==> config.mk <==
export PLATFORM = sky130hd
export DESIGN_NAME = fp_int_mul_bit_serial_mc
export DESIGN_NICKNAME = d
export VERILOG_FILES = /design/src/rtl/fp_int_mul_bit_serial_mc.sv
export SDC_FILE = /design/constraint.sdc
export NUM_CORES = 1
export LEC_CHECK = 0
export BUFFER_PORTS_ARGS = -buffer_cell sky130_fd_sc_hd__buf_2
export CORE_UTILIZATION = 56
export DETAILED_ROUTE_END_ITERATION = 8
export HOLD_SLACK_MARGIN = 0.08
export PLACE_DENSITY = 0.76
export SYNTH_ARGS = -nofsm -noshare
export SYNTH_HDL_FRONTEND = slang
export SYNTH_SLANG_ARGS = --single-unit
==> constraint.sdc <==
create_clock -name clk -period 8.84 [get_ports clk]
set_input_delay 0.442 -clock clk [delete_from_list [all_inputs] [get_ports clk]]
set_output_delay 0.442 -clock clk [all_outputs]
set_load 0.03 [all_outputs]
==> src/rtl/fp_int_mul_bit_serial_mc.sv <==
// Multi-lane FP x signed-INT bit-serial multiplier with shared bit counter and runtime precision.
// Optional NORM_EN macro adds a registered leading-zero normaliser stage on the outputs.
module fp_int_mul_bit_serial_mc #(
    parameter int LANES     = 4,
    parameter int ACT_WIDTH = 16,
    parameter int EXP_WIDTH = 5,
    parameter int MAN_WIDTH = 10,
    parameter int MAX_PREC  = 8,
    localparam int PW  = $clog2(MAX_PREC + 1),
    localparam int OMW = MAN_WIDTH + MAX_PREC,
    localparam int OEW = EXP_WIDTH + 1
) (
    input  logic                       clk,
    input  logic                       rst,
    input  logic [LANES*ACT_WIDTH-1:0] act,
    input  logic [LANES-1:0]           w,
    input  logic                       valid,
    input  logic                       set,
    input  logic [PW-1:0]              precision,
    output logic [LANES-1:0]           sign_out,
    output logic [LANES*OEW-1:0]       exp_out,
    output logic [LANES*OMW-1:0]       mantissa_out,
    output logic                       start_acc,
    output logic                       busy
);
    localparam int SW = MAN_WIDTH + 1;
    localparam int AW = OMW + 1;
    localparam logic [PW-1:0] PMAX = PW'(MAX_PREC);
    localparam logic [PW-1:0] PMIN = PW'(2);

    logic [PW-1:0]                prec_q, prec_d, cnt_q, cnt_d;
    logic                         consume, lastBit;
    logic [ACT_WIDTH-1:0]         actLane [LANES];
    logic [LANES-1:0]             sign_q, sign_d, resNeg;
    logic [EXP_WIDTH-1:0]         exp_q [LANES];
    logic [EXP_WIDTH-1:0]         exp_d [LANES];
    logic [SW-1:0]                sig_q [LANES];
    logic [SW-1:0]                sig_d [LANES];
    logic [SW-1:0]                opSig [LANES];
    logic signed [AW-1:0]         acc_q [LANES];
    logic signed [AW-1:0]         acc_d [LANES];
    logic signed [AW-1:0]         term  [LANES];
    logic [OMW-1:0]               resMag [LANES];

    logic [LANES-1:0]             rawSign_q;
    logic [EXP_WIDTH-1:0]         rawExp_q [LANES];
    logic [OMW-1:0]               rawMag_q [LANES];
    logic                         rawStart_q;

    always_comb begin
        consume = valid && !set;
        lastBit = consume && (cnt_q == prec_q - PW'(1));
        prec_d  = prec_q;
        cnt_d   = cnt_q;
        if (set) begin
            if (precision < PMIN)      prec_d = PMIN;
            else if (precision > PMAX) prec_d = PMAX;
            else                       prec_d = precision;
            cnt_d = '0;
        end else if (consume) begin
            cnt_d = lastBit ? '0 : cnt_q + PW'(1);
        end
    end

    // Bit 0 latches the operands and loads the accumulator; the top weight bit carries negative weight.
    always_comb begin
        for (int l = 0; l < LANES; l++) begin
            actLane[l] = act[l*ACT_WIDTH +: ACT_WIDTH];
            sign_d[l]  = sign_q[l];
            exp_d[l]   = exp_q[l];
            sig_d[l]   = sig_q[l];
            acc_d[l]   = acc_q[l];
            opSig[l]   = sig_q[l];
            term[l]    = '0;
            if (set) begin
                acc_d[l] = '0;
            end else if (consume) begin
                if (cnt_q == '0) begin
                    sign_d[l] = actLane[l][ACT_WIDTH-1];
                    exp_d[l]  = actLane[l][ACT_WIDTH-2 -: EXP_WIDTH];
                    sig_d[l]  = {(actLane[l][ACT_WIDTH-2 -: EXP_WIDTH] != '0),
                                 actLane[l][MAN_WIDTH-1:0]};
                    opSig[l]  = sig_d[l];
                end
                term[l] = w[l] ? (AW'(opSig[l]) << cnt_q) : '0;
                if (cnt_q == '0)  acc_d[l] = term[l];
                else if (lastBit) acc_d[l] = acc_q[l] - term[l];
                else              acc_d[l] = acc_q[l] + term[l];
            end
            resNeg[l] = acc_d[l][AW-1];
            resMag[l] = resNeg[l] ? OMW'(-acc_d[l]) : OMW'(acc_d[l]);
        end
    end

    always_ff @(posedge clk) begin
        if (rst) begin
            prec_q     <= PMAX;
            cnt_q      <= '0;
            sign_q     <= '0;
            rawSign_q  <= '0;
            rawStart_q <= 1'b0;
            for (int l = 0; l < LANES; l++) begin
                exp_q[l]    <= '0;
                sig_q[l]    <= '0;
                acc_q[l]    <= '0;
                rawExp_q[l] <= '0;
                rawMag_q[l] <= '0;
            end
        end else begin
            prec_q     <= prec_d;
            cnt_q      <= cnt_d;
            sign_q     <= sign_d;
            rawStart_q <= lastBit;
            for (int l = 0; l < LANES; l++) begin
                exp_q[l] <= exp_d[l];
                sig_q[l] <= sig_d[l];
                acc_q[l] <= acc_d[l];
            end
            if (lastBit) begin
                rawSign_q <= sign_q ^ resNeg;
                for (int l = 0; l < LANES; l++) begin
                    rawExp_q[l] <= exp_q[l];
                    rawMag_q[l] <= resMag[l];
                end
            end
        end
    end

`ifdef NORM_EN
    logic [LANES-1:0] outSign_q;
    logic [OEW-1:0]   outExp_q [LANES];
    logic [OMW-1:0]   outMag_q [LANES];
    logic             outStart_q;
    logic [OEW-1:0]   normExp [LANES];
    logic [OMW-1:0]   normMag [LANES];
    int               lz [LANES];
    int               lim [LANES];
    int               sh [LANES];

    // Shift out leading zeros, but never drive the exponent below zero.
    always_comb begin
        for (int l = 0; l < LANES; l++) begin
            lz[l] = OMW;
            for (int b = 0; b < OMW; b++) begin
                if (rawMag_q[l][b]) lz[l] = OMW - 1 - b;
            end
            lim[l] = int'(rawExp_q[l]) + MAX_PREC - 1;
            sh[l]  = (lz[l] < lim[l]) ? lz[l] : lim[l];
            if (rawMag_q[l] == '0) begin
                normMag[l] = '0;
                normExp[l] = '0;
            end else begin
                normMag[l] = rawMag_q[l] << sh[l];
                normExp[l] = OEW'(lim[l] - sh[l]);
            end
        end
    end

    always_ff @(posedge clk) begin
        if (rst) begin
            outSign_q  <= '0;
            outStart_q <= 1'b0;
            for (int l = 0; l < LANES; l++) begin
                outExp_q[l] <= '0;
                outMag_q[l] <= '0;
            end
        end else begin
            outStart_q <= rawStart_q;
            if (rawStart_q) begin
                outSign_q <= rawSign_q;
                for (int l = 0; l < LANES; l++) begin
                    outExp_q[l] <= normExp[l];
                    outMag_q[l] <= normMag[l];
                end
            end
        end
    end

    always_comb begin
        sign_out = outSign_q;
        for (int l = 0; l < LANES; l++) begin
            exp_out[l*OEW +: OEW]      = outExp_q[l];
            mantissa_out[l*OMW +: OMW] = outMag_q[l];
        end
    end
    assign start_acc = outStart_q;
`else
    always_comb begin
        sign_out = rawSign_q;
        for (int l = 0; l < LANES; l++) begin
            exp_out[l*OEW +: OEW]      = {1'b0, rawExp_q[l]};
            mantissa_out[l*OMW +: OMW] = rawMag_q[l];
        end
    end
    assign start_acc = rawStart_q;
`endif

    assign busy = (cnt_q != '0);

endmodule

Word-level counts from Yosys, hierarchy flattened
Memories as Yosys holds them, arrays and structs flattened.
Index checks and enable logic that the tools add are counted.
- magnitude comparators: 2
- shifts and indexed selects: 4
- eq/ne operators: 1
- mux-type cells: 85
- bitwise operators: 22
- multipliers: 0
- divide/modulo/power cells: 0
- $add $sub $neg: 14
- reduce and logical (&&, ||, !) cells: 11
- operators by type and width (kind ; count):
    2-to-1 mux 19 bit ; 24
    2-to-1 mux 11 bit ; 24
    2-to-1 mux 18 bit ; 8
    2-to-1 mux 5 bit ; 20
    adder 19 bit ; 4
    left shift 11 x 4 -> 19 bit ; 4
    subtractor 19 bit ; 4
    negator 18 bit ; 4
    OR 1 bit ; 20
    nonzero test 5 bit ; 4
    2-to-1 mux 4 bit ; 3
    2-to-1 mux 1 bit ; 6
    adder 4 x 1 -> 4 bit, second input constant ; 1
    equality test 4 bit ; 1
    > comparator 4 bit, second input constant ; 1
    logical NOT 4 bit ; 1
    less-than comparator 4 x 2 -> 1 bit, second input constant ; 1
    nonzero test 4 bit ; 1
    subtractor 4 x 1 -> 4 bit, second input constant ; 1
    XOR 4 bit ; 1
    AND reduction 3 bit ; 1
    logical AND 1 bit ; 2
    OR reduction 2 bit ; 1
    logical NOT 1 bit ; 1
    NOT 1 bit ; 1
- bits in latches: 0
- bits in read-only memories: 0
- memories: 5
- flip-flop bits (word level): 17
- output and inout bits: 102
- input port bits: 76
- logic and storage cells: 149
- memory bits (writable): 232
- memories (memory ; depth ; width ; rd ports ; clocked after Yosys merged registers in ; write ports ; line ; source):
    acc_q ; 4 ; 19 ; 4 ; 0 ; 4 ; 40 ; logic signed [AW-1:0] acc_q [LANES];
    rawMag_q ; 4 ; 18 ; 4 ; 0 ; 4 ; 47 ; logic [OMW-1:0] rawMag_q [LANES];
    sig_q ; 4 ; 11 ; 4 ; 0 ; 4 ; 37 ; logic [SW-1:0] sig_q [LANES];
    exp_q ; 4 ; 5 ; 4 ; 0 ; 4 ; 35 ; logic [EXP_WIDTH-1:0] exp_q [LANES];
    rawExp_q ; 4 ; 5 ; 4 ; 0 ; 4 ; 46 ; logic [EXP_WIDTH-1:0] rawExp_q [LANES];

Depth between registers and ports, before layout
Gate-level depths: netlist of run 1.
- depth in word-level cells: 14
- gate-level depth with buffers: 38
- mapped depth without buffers: 26

Worst setup path after synthesis of run 1
OpenSTA, ideal clock, no wires.
- path kind: register to register
- from: register cnt_q[0]
- to: memory rawMag_q[1][8] in the netlist's numbering (data pin)
- data arrival time: 8.119 ns
- path slack: 0.451 ns
- setup time: 0.270 ns
- data required time: 8.570 ns
- cell stages (with the launch flop): 36
- period minus slack after synthesis: 8.389 ns
- path buffers: 12
- cell sequence: dfxtp_1 > clkbuf_1 > inv_1 > buf_1 > buf_1 > clkbuf_1 > ha_1 > nor3b_1 > buf_4 > inv_2 > buf_2 > clkbuf_1 > clkbuf_1 > buf_1 > clkbuf_1 > buf_1 > nand2_1 > nand4_1 > ha_1 > a21boi_0 > o311ai_0 > or4b_4 > or2_2 > nand2_1 > xor2_1 > ha_1 > and2_1 > a31oi_1 > nand3_1 > a31oi_1 > o21ai_0 > a211o_1 > and2_1 > buf_6 > nor4_1 > nor3_1
- RTL lines (what ; line ; source):
    from (decl) ; 31 ; logic [PW-1:0] prec_q, prec_d, cnt_q, cnt_d;
    from (signal assigned) ; 111 ; cnt_q <= cnt_d;
    to (decl) ; 47 ;

==> impl_summary.txt, run 1 <==
----------------------------------------------------
[Run status]
  Outcome ... finished, final reports clean

[Cells and area]
  Nets@finish ... 2857
  FILL cells ... 3245
  Core utilization of the finished layout ... 0.6262
  Layout cells sized above 1 ... 0.1337
  Layout overhead on the synthesized area ... 9.975%

[Floorplanning]
  I/O pin cnt ... 178
  Die Y ... 194.9 um
  Area of the die ... 0.03800 mm^2
  Site Rows ... 70
  Die boundary width ... 194.9 um
  Initial Util ... 0.5694
  Core Footprint ... 0.03661 mm^2

[Timing]
  Hold Violations, Final ... 0
  Final hold slack ... 0.1061 ns
  Crit path time final ... 7.830 ns
  TNS Setup ... 0 ns
  Final setup fails ... 0
  Final period util ... 0.8857
  Worst path setup slack after routing ... 1.010 ns
  Headroom to the max-slew limit ... 0.2068
  Slew @ Worst Pin ... 1.177 ns
  Fmax ... 0.1277 GHz
  Setup repair after global routing missed its margin ... false
  Clk_skew ... 0.02688 ns
  Pins Over Slew Limit ... 0

[GRT]
  Overflow left after global routing ... 0
  Largest net degree at the start of global routing ... 116
  Initial antenna violation count ... 1
  Global-route wire length before repair ... 111000 um
  Vias in the first global route ... 19500
  GRT Util Overall ... 0.3672

[Synth]
  Cell count after synthesis ... 2610
  Number of distinct library cells after synthesis ... 94
  Mean post-synth cell area ... 7.988 um^2
  Cell area after synthesis ... 0.02085 mm^2
  Main flop type after synthesis ... dfxtp_1
  Async SR Flop Fraction ... 0
  Sequential share of the synthesized area ... 0.2833
  Register bit count reported by yosys ... 249
  Number of enable-type register cells in the synthesized netlist ... 92
  Count of synthesis-stage warnings from yosys ... 0

[Job]
  Number of max-cap violations ... 0

[Drt]
  Number of DRC violations after detailed routing ... 0
  Vias after detailed routing ... 21310
  Detailed-route vias per instance ... 6.690
  Antenna viol nets, final ... 0
  First-pass DRT Iterations ... 6
  Final wirelength ... 70720 um
  WL/cell ... 22.20 um
  DRT iter0 DRCs ... 2490

[Min path]
  End of the worst hold path ... exp_q[0][4]
  Startpoint of the worst hold path ... act[14]
  Hold path cells ... 3
  Classification of the worst-slack hold path ... primary input to flop

[Clocking]
  Clk pin slew, worst setup/hold paths ... 0.06 ns
  Maximum clock path buffer count ... 3
  TritonCTS Sinks ... 249
  Post-CTS Setup Bufs ... 0
  Root buffer cell ... clkbuf_16
  Total CTS buffers ... 29
  CTS tree ... yes
  Hold-fix buffers, CTS ... 0
  Skew-Pair Late Insertion Delay ... 0.59 ns
  Number of gates resized after CTS ... 0
  Total number of H-tree levels ... 1

[Setup path]
  Critical path data required time ... 9.15 ns
  Launch point of the worst reg-to-reg path ... cnt_q[0]
  Slowest cell on the critical path ... o41ai_1
  Worst stage delay on the critical path ... 0.70 ns
  Critical register-to-register path endpoint ... rawMag_q[2][3]
  R2r worst-path depth ... 24
  Arrival time of data at the critical path endpoint ... 8.14 ns
  Critical path peak fanout ... 41
  Critical path, cell by cell ... inv_1 -> ha_1 -> nor3b_2 -> inv_2 -> buf_4 -> nor3_1 -> nor3_1 -> a211oi_1 -> o21ai_0 -> a2111o_1 -> nand2b_1 -> nor2_1 -> a21oi_1 -> xnor2_1 -> ha_1 -> o21a_1 -> o21ai_0 -> a21oi_1 -> o41ai_1 -> nor4_1 -> a211oi_1 -> and2_1 -> or3_1 -> a21oi_1
  Register-to-register setup slack ... 1.01 ns
  WS Path Type ... flop to flop
  Cell repeated most along the worst path ... a21oi_1
  Critical path startpoint category ... flop
  Kind of end point of the critical path ... flop

[Place]
  Count of buffers inserted at the top-level ports ... 173
  Gpl congestion ... 1.020
  Worst slack after detailed placement ... 1.256 ns
  Final HPWL DP ... 52290 um

[Power]
  Power per cell area ... 147.5 mW/mm^2
  Worst voltage drop across the vdd grid ... 135.6 uV
  Static Leakage ... 0.009060 uW

----------------------------------------------------
[critical path, delay by kind of cell, from the launching register on]
| kind | cells | cell delay [ns] |
|---|---|---|
| simple gates | 8 | 2.23 |
| fa+ha+maj | 2 | 0.77 |
| xor+xnor | 1 | 0.28 |
| flops | 1 | 0.51 |
| buf+inv | 3 | 0.81 |
| compound gates | 10 | 2.92 |
[where the power goes]
part	internal [uW]	leakage (uW)	switching [uW]
Sequential	1230	0.00223	30.9
Combinational	331	0.00639	589
Clock	670	0.000444	534
Total	2230	0.00906	1150
[layer usage]
layer / GRT usage / part of all wire / vias up / wire (um)
li1: - / - / 9862 / -
met1: 0.5538 / 0.45 / 10100 / 31530
met2: 0.5168 / 0.40 / 1218 / 28610
met3: 0.07600 / 0.12 / 129 / 8460
met4: 0.1161 / 0.030 / 0 / 2115
met5: 0 / 0 / - / 0
[worst max-delay path by stage]
stage	from	end	slack, ns	cells past startpoint
after global routing	cnt_q[0]	rawMag_q[2][5]	0.36	24
after global placement	cnt_q[0]	rawMag_q[2][11]	1.49	24
after detailed placement	cnt_q[0]	rawMag_q[2][5]	1.26	24
after floorplan	cnt_q[0]	rawMag_q[1][8]	0.45	35
final	cnt_q[0]	rawMag_q[2][3]	1.01	24
after CTS	cnt_q[0]	rawMag_q[2][3]	1.23	24
[cell type report]
class,count,area [um^2],area share
well taps,468,585.6,0.02554
inverters,61,229.0,0.009987
clock buffers,36,794.5,0.03465
multi-input cells,2137,14060,0.6134
diodes,1,2.502,0.0001091
flip-flops and latches,249,5914,0.2580
clock inverters,17,133.9,0.005839
repair buffers,216,1204,0.05250
[kinds of logic (layout without fill, tap and decap cells)]
family	count (synthesis)	in the layout	synth area share
other cells	1	5	0.0001799
compound gates	723	723	0.2338
mux	180	180	0.1054
xor+xnor	105	105	0.04483
flops	249	249	0.2833
simple gates	1038	1038	0.2347
buf+inv	227	330	0.04405
fa+ha+maj	87	87	0.05366
[Yosys cell counts, types with 56 or more instances]
master,count,share of area
nor2_1,280,0.050
nand2_1,319,0.057
a21oi_1,185,0.044
mux2i_1,127,0.061
clkbuf_1,107,0.019
edfxtp_1,92,0.13
nand3_1,77,0.018
o21ai_0,124,0.030
ha_1,83,0.050
dfxtp_1,157,0.15
xnor2_1,56,0.024
nor3_1,91,0.022
inv_1,58,0.010
[through the flow]
step / total power [uW] / cell area (um^2) / cells
floorplan: 1928 / 20860 / 2613
global placement: 2150 / 22000 / 3131
detailed placement: 2170 / 22000 / 3131
CTS: 3367 / 22920 / 3184
global route: 3518 / 22920 / 3184
finish: 3381 / 22930 / 3185
[flip-flops by register name, indices dropped and copies added, names as in the netlist]
register   count
start_acc      1
exp_q         20
cnt_q          4
sig_q         44
rawExp_q      20
prec_q         4
rawMag_q      72
sign_out       4
acc_q         76
sign_q         4
[layout by cell type, fill, tap and decap left out, types with 48 or more instances in the layout]
cell	instances
xor2_1	48
dfxtp_1	154
inv_1	58
nor3_1	91
xnor2_1	56
nand3_1	77
edfxtp_1	92
o21ai_0	124
a21oi_1	185
nor2_1	278
mux2i_1	127
nand2_1	318
buf_2	172
ha_1	83
Note: power is estimated with default switching activity, not from simulation.
==> inputs of run 2 (changes only) <==
Settings changed: ABC_AREA set to 1, PLACE_DENSITY 0.76 to 0.75, RECOVER_POWER set to 50.
==> run 2 against run 1 <==
The run now ends with max-capacitance violations, max-slew violations left. Worst setup slack better by 0.30 ns. Register-to-register slack better by 0.30 ns. Wire length is 3.1% lower. Core utilization is 0.48 points lower. Cell count is 23% higher. Sequential share of layout area hardly changed. Final area hardly changed. Via count is 5.6% higher. Count of clock-buffer cells in the layout is 6 higher. Flip-flop and latch count stayed put. Global-route usage is 1.5 points lower. Critical endpoint is now rawMag_q[2][8]. Largest cell class unchanged. Largest power group unchanged.
==> impl_summary.txt, run 2 <==
----------------------------------------------------
[Run status]
  Outcome ... finished, violations left (was finished, final reports clean)
  Failing checks ... max-capacitance violations, max-slew violations

[Timing]
  Final setup fails ... 0 (unchanged)
  TNS Setup ... 0 ns (unchanged)
  Pins Over Slew Limit ... 338 (was 0)
  Setup repair after global routing missed its margin ... false (unchanged)
  Slew @ Worst Pin ... 4.426 ns (was 1.177 ns)
  Clk_skew ... 0.03251 ns (was 0.02688 ns)
  Hold Violations, Final ... 0 (unchanged)
  Crit path time final ... 7.528 ns (was 7.830 ns)
  Final period util ... 0.8515 (was 0.8857)
  Headroom to the max-slew limit ... -1.951 (was 0.2068)
  Fmax ... 0.1328 GHz (was 0.1277 GHz)

[Synth]
  Number of enable-type register cells in the synthesized netlist ... 92 (unchanged)
  Count of synthesis-stage warnings from yosys ... 0 (unchanged)
  Register bit count reported by yosys ... 249 (unchanged)
  Top-area cell type share of the netlist area ... 0.1500 (was 0.1508)
  Number of distinct library cells after synthesis ... 58 (was 94)
  Async SR Flop Fraction ... 0 (unchanged)
  Most repeated cell in the gate-level netlist after synthesis ... nand2_1 (unchanged)
  Leading post-synthesis cells by cell area ... nand2_1 (15%), dfxtp_1 (15%), edfxtp_1 (13%), nand3_1 (9.9%), nor2_1 (7.0%) (was dfxtp_1 (15%), edfxtp_1 (13%), mux2i_1 (6.1%), nand2_1 (5.7%), nor2_1 (5.0%))
  Cell count after synthesis ... 3304 (was 2610)
  Most frequent cells after synthesis ... nand2_1 (843), nand3_1 (416), nor2_1 (395) (was nand2_1 (319), nor2_1 (280), a21oi_1 (185))
  Mean post-synth cell area ... 6.384 um^2 (was 7.988 um^2)
  Main flop type after synthesis ... dfxtp_1 (unchanged)
  Cell area after synthesis ... 0.02109 mm^2 (was 0.02085 mm^2)
  Dominant cell type by area after synthesis ... nand2_1 (was dfxtp_1)
  Sequential share of the synthesized area ... 0.2800 (was 0.2833)

[Drt]
  Vias after detailed routing ... 22500 (was 21310)
  DRT iter0 DRCs ... 1969 (was 2490)
  Detailed-route vias per instance ... 5.735 (was 6.690)
  First-pass DRT Iterations ... 6 (unchanged)
  Final wirelength ... 68560 um (was 70720 um)
  WL/cell ... 17.48 um (was 22.20 um)
  Antenna viol nets, final ... 0 (unchanged)
  Number of DRC violations after detailed routing ... 0 (unchanged)

[Min path]
  Startpoint of the worst hold path ... act[13] (was act[14])
  Classification of the worst-slack hold path ... primary input to flop (unchanged)

[GRT]
  GRT Util Overall ... 0.3526 (was 0.3672)
  Global-route wire length before repair ... 108500 um (was 111000 um)
  Vias in the first global route ... 20900 (was 19500)
  Largest net degree at the start of global routing ... 80 (was 116)
  Initial antenna violation count ... 1 (unchanged)
  Overflow left after global routing ... 0 (unchanged)

[Power]
  Worst voltage drop across the vdd grid ... 164.9 uV (was 135.6 uV)
  Power per cell area ... 152.3 mW/mm^2 (was 147.5 mW/mm^2)
  Total power of the final layout ... 3489 uW (was 3381 uW)
  Static Leakage ... 0.01120 uW (was 0.009060 uW)

[Cells and area]
  Layout overhead on the synthesized area ... 8.637% (was 9.975%)
  Largest regs ... acc_q x76, rawMag_q x72, sig_q x44 (unchanged)
  Leading cell types in the layout, fill and taps excluded ... nand2_1 (844), nand3_1 (416), nor2_1 (397) (was nand2_1 (318), nor2_1 (278), a21oi_1 (185))
  Layout cells sized above 1 ... 0.07224 (was 0.1337)
  Max FFs per register ... 76 (unchanged)
  Nets@finish ... 3558 (was 2857)
  Most common library cell in the layout ignoring fill and taps ... nand2_1 (unchanged)
  Top register by number of flip-flops ... acc_q (unchanged)
  # diodes ... 0 (was 1)

[Floorplanning]
  Core Footprint ... 0.03687 mm^2 (was 0.03661 mm^2)
  Die boundary width ... 196.1 um (was 194.9 um)
  Initial Util ... 0.5720 (was 0.5694)
  Site Rows ... 70 (unchanged)
  I/O pin cnt ... 178 (unchanged)
  Area of the die ... 0.03845 mm^2 (was 0.03800 mm^2)
  Die Y ... 196.1 um (was 194.9 um)

[Clocking]
  Maximum clock path buffer count ... 3 (unchanged)
  CTS tree ... yes (unchanged)
  Total CTS buffers ... 30 (was 29)
  Number of gates resized after CTS ... 0 (unchanged)
  Clk pin slew, worst setup/hold paths ... 0.06 ns (about the same)
  Total number of H-tree levels ... 1 (unchanged)
  Skew-Pair Late Insertion Delay ... 0.61 ns (was 0.59 ns)
  Root buffer cell ... clkbuf_16 (unchanged)
  TritonCTS Sinks ... 249 (unchanged)

[Setup path]
  Register-to-register setup slack ... 1.31 ns (was 1.01 ns)
  Arrival time of data at the critical path endpoint ... 7.67 ns (was 8.14 ns)
  WS Path Type ... flop to flop (unchanged)
  Critical path data required time ... 8.98 ns (was 9.15 ns)
  Kind of end point of the critical path ... flop (unchanged)
  Start point of the critical path ... cnt_q[2] (was cnt_q[0])
  Launch point of the worst reg-to-reg path ... cnt_q[2] (was cnt_q[0])
  Critical path peak fanout ... 66 (was 41)
  Critical path startpoint category ... flop (unchanged)

[Place]
  Count of buffers inserted at the top-level ports ... 173 (unchanged)
  Gpl congestion ... 1.004 (was 1.020)
  Final HPWL DP ... 50190 um (was 52290 um)

[Job]
  Number of max-cap violations ... 6 (was 0)

----------------------------------------------------
==> run 2: what timing repair did <==
item                       CTS  global route
setup buffers                0             0
hold buffers                 5             0
hold endpoints to repair     5             0
setup endpoints to repair    0             0
==> run 2: through the flow <==
step	setup slack, ns	util	cell area, um^2	hold WS [ns]	cells
after floorplan	3.475	-	21100	0.4300	3307
after global placement	2.074	0.5974	22030	0.4358	3862
after detailed placement	1.787	0.5974	22030	0.4479	3862
after CTS	1.727	0.6259	23080	0.08081	3923
after global routing	0.6228	0.6214	22910	0.1050	3923
final	1.312	0.6214	22910	0.09349	3923
==> run 2: layout make-up <==
| type | count | area [um^2] |
|---|---|---|
| Inverter | 366 | 1378 |
| Tap cell | 504 | 630.6 |
| Fill cell | 3584 | 13960 |
| Multi-Input combinational cell | 2543 | 13030 |
| Sequential cell | 249 | 5906 |
| Clock inverter | 14 | 165.2 |
| Clock buffer | 42 | 835.8 |
| Timing Repair Buffer | 205 | 974.7 |
==> run 2: final timing paths <==
path / to / cells past startpoint
worst max-delay path: rawMag_q[2][8] / 12
worst min-delay path: exp_q[0][3] / 3
worst max register to register: rawMag_q[2][8] / 12
worst min register to register: exp_q[3][4] / 2
==> run 2: routing by layer <==
layer / track usage / part of all wire
met5: 0 / 0.00015
met4: 0.1334 / 0.036
met3: 0.05742 / 0.083
met2: 0.5695 / 0.44
met1: 0.4722 / 0.44
==> run 2: worst max-delay path, cell delays in order (launching register included) <==
cell,delay [ns]
dfxtp_1,1.05
nor2_4,0.28
nand2_4,0.64
nor2_1,0.14
inv_1,0.77
clkbuf_1,2.13
o211ai_1,0.89
ha_1,0.50
nand3_1,0.18
nor3_1,0.13
xor2_1,0.15
nand3_1,0.10
a21oi_1,0.08
==> run 2: kinds of logic after synthesis <==
family | after synthesis | share of synthesized area
compound gates | 516 | 0.1390
flops | 249 | 0.2800
buf+inv | 515 | 0.1024
xor+xnor | 132 | 0.05481
fa+ha+maj | 87 | 0.05303
simple gates | 1804 | 0.3706
other cells | 1 | 0.0001778
==> run 2: power by group <==
| part | switching (uW) | leakage [uW] | internal (uW) |
|---|---|---|---|
| clock | 536 | 0.000476 | 723 |
| combinational | 665 | 0.00848 | 298 |
| sequential | 24.7 | 0.00224 | 1240 |
| total | 1230 | 0.0112 | 2260 |
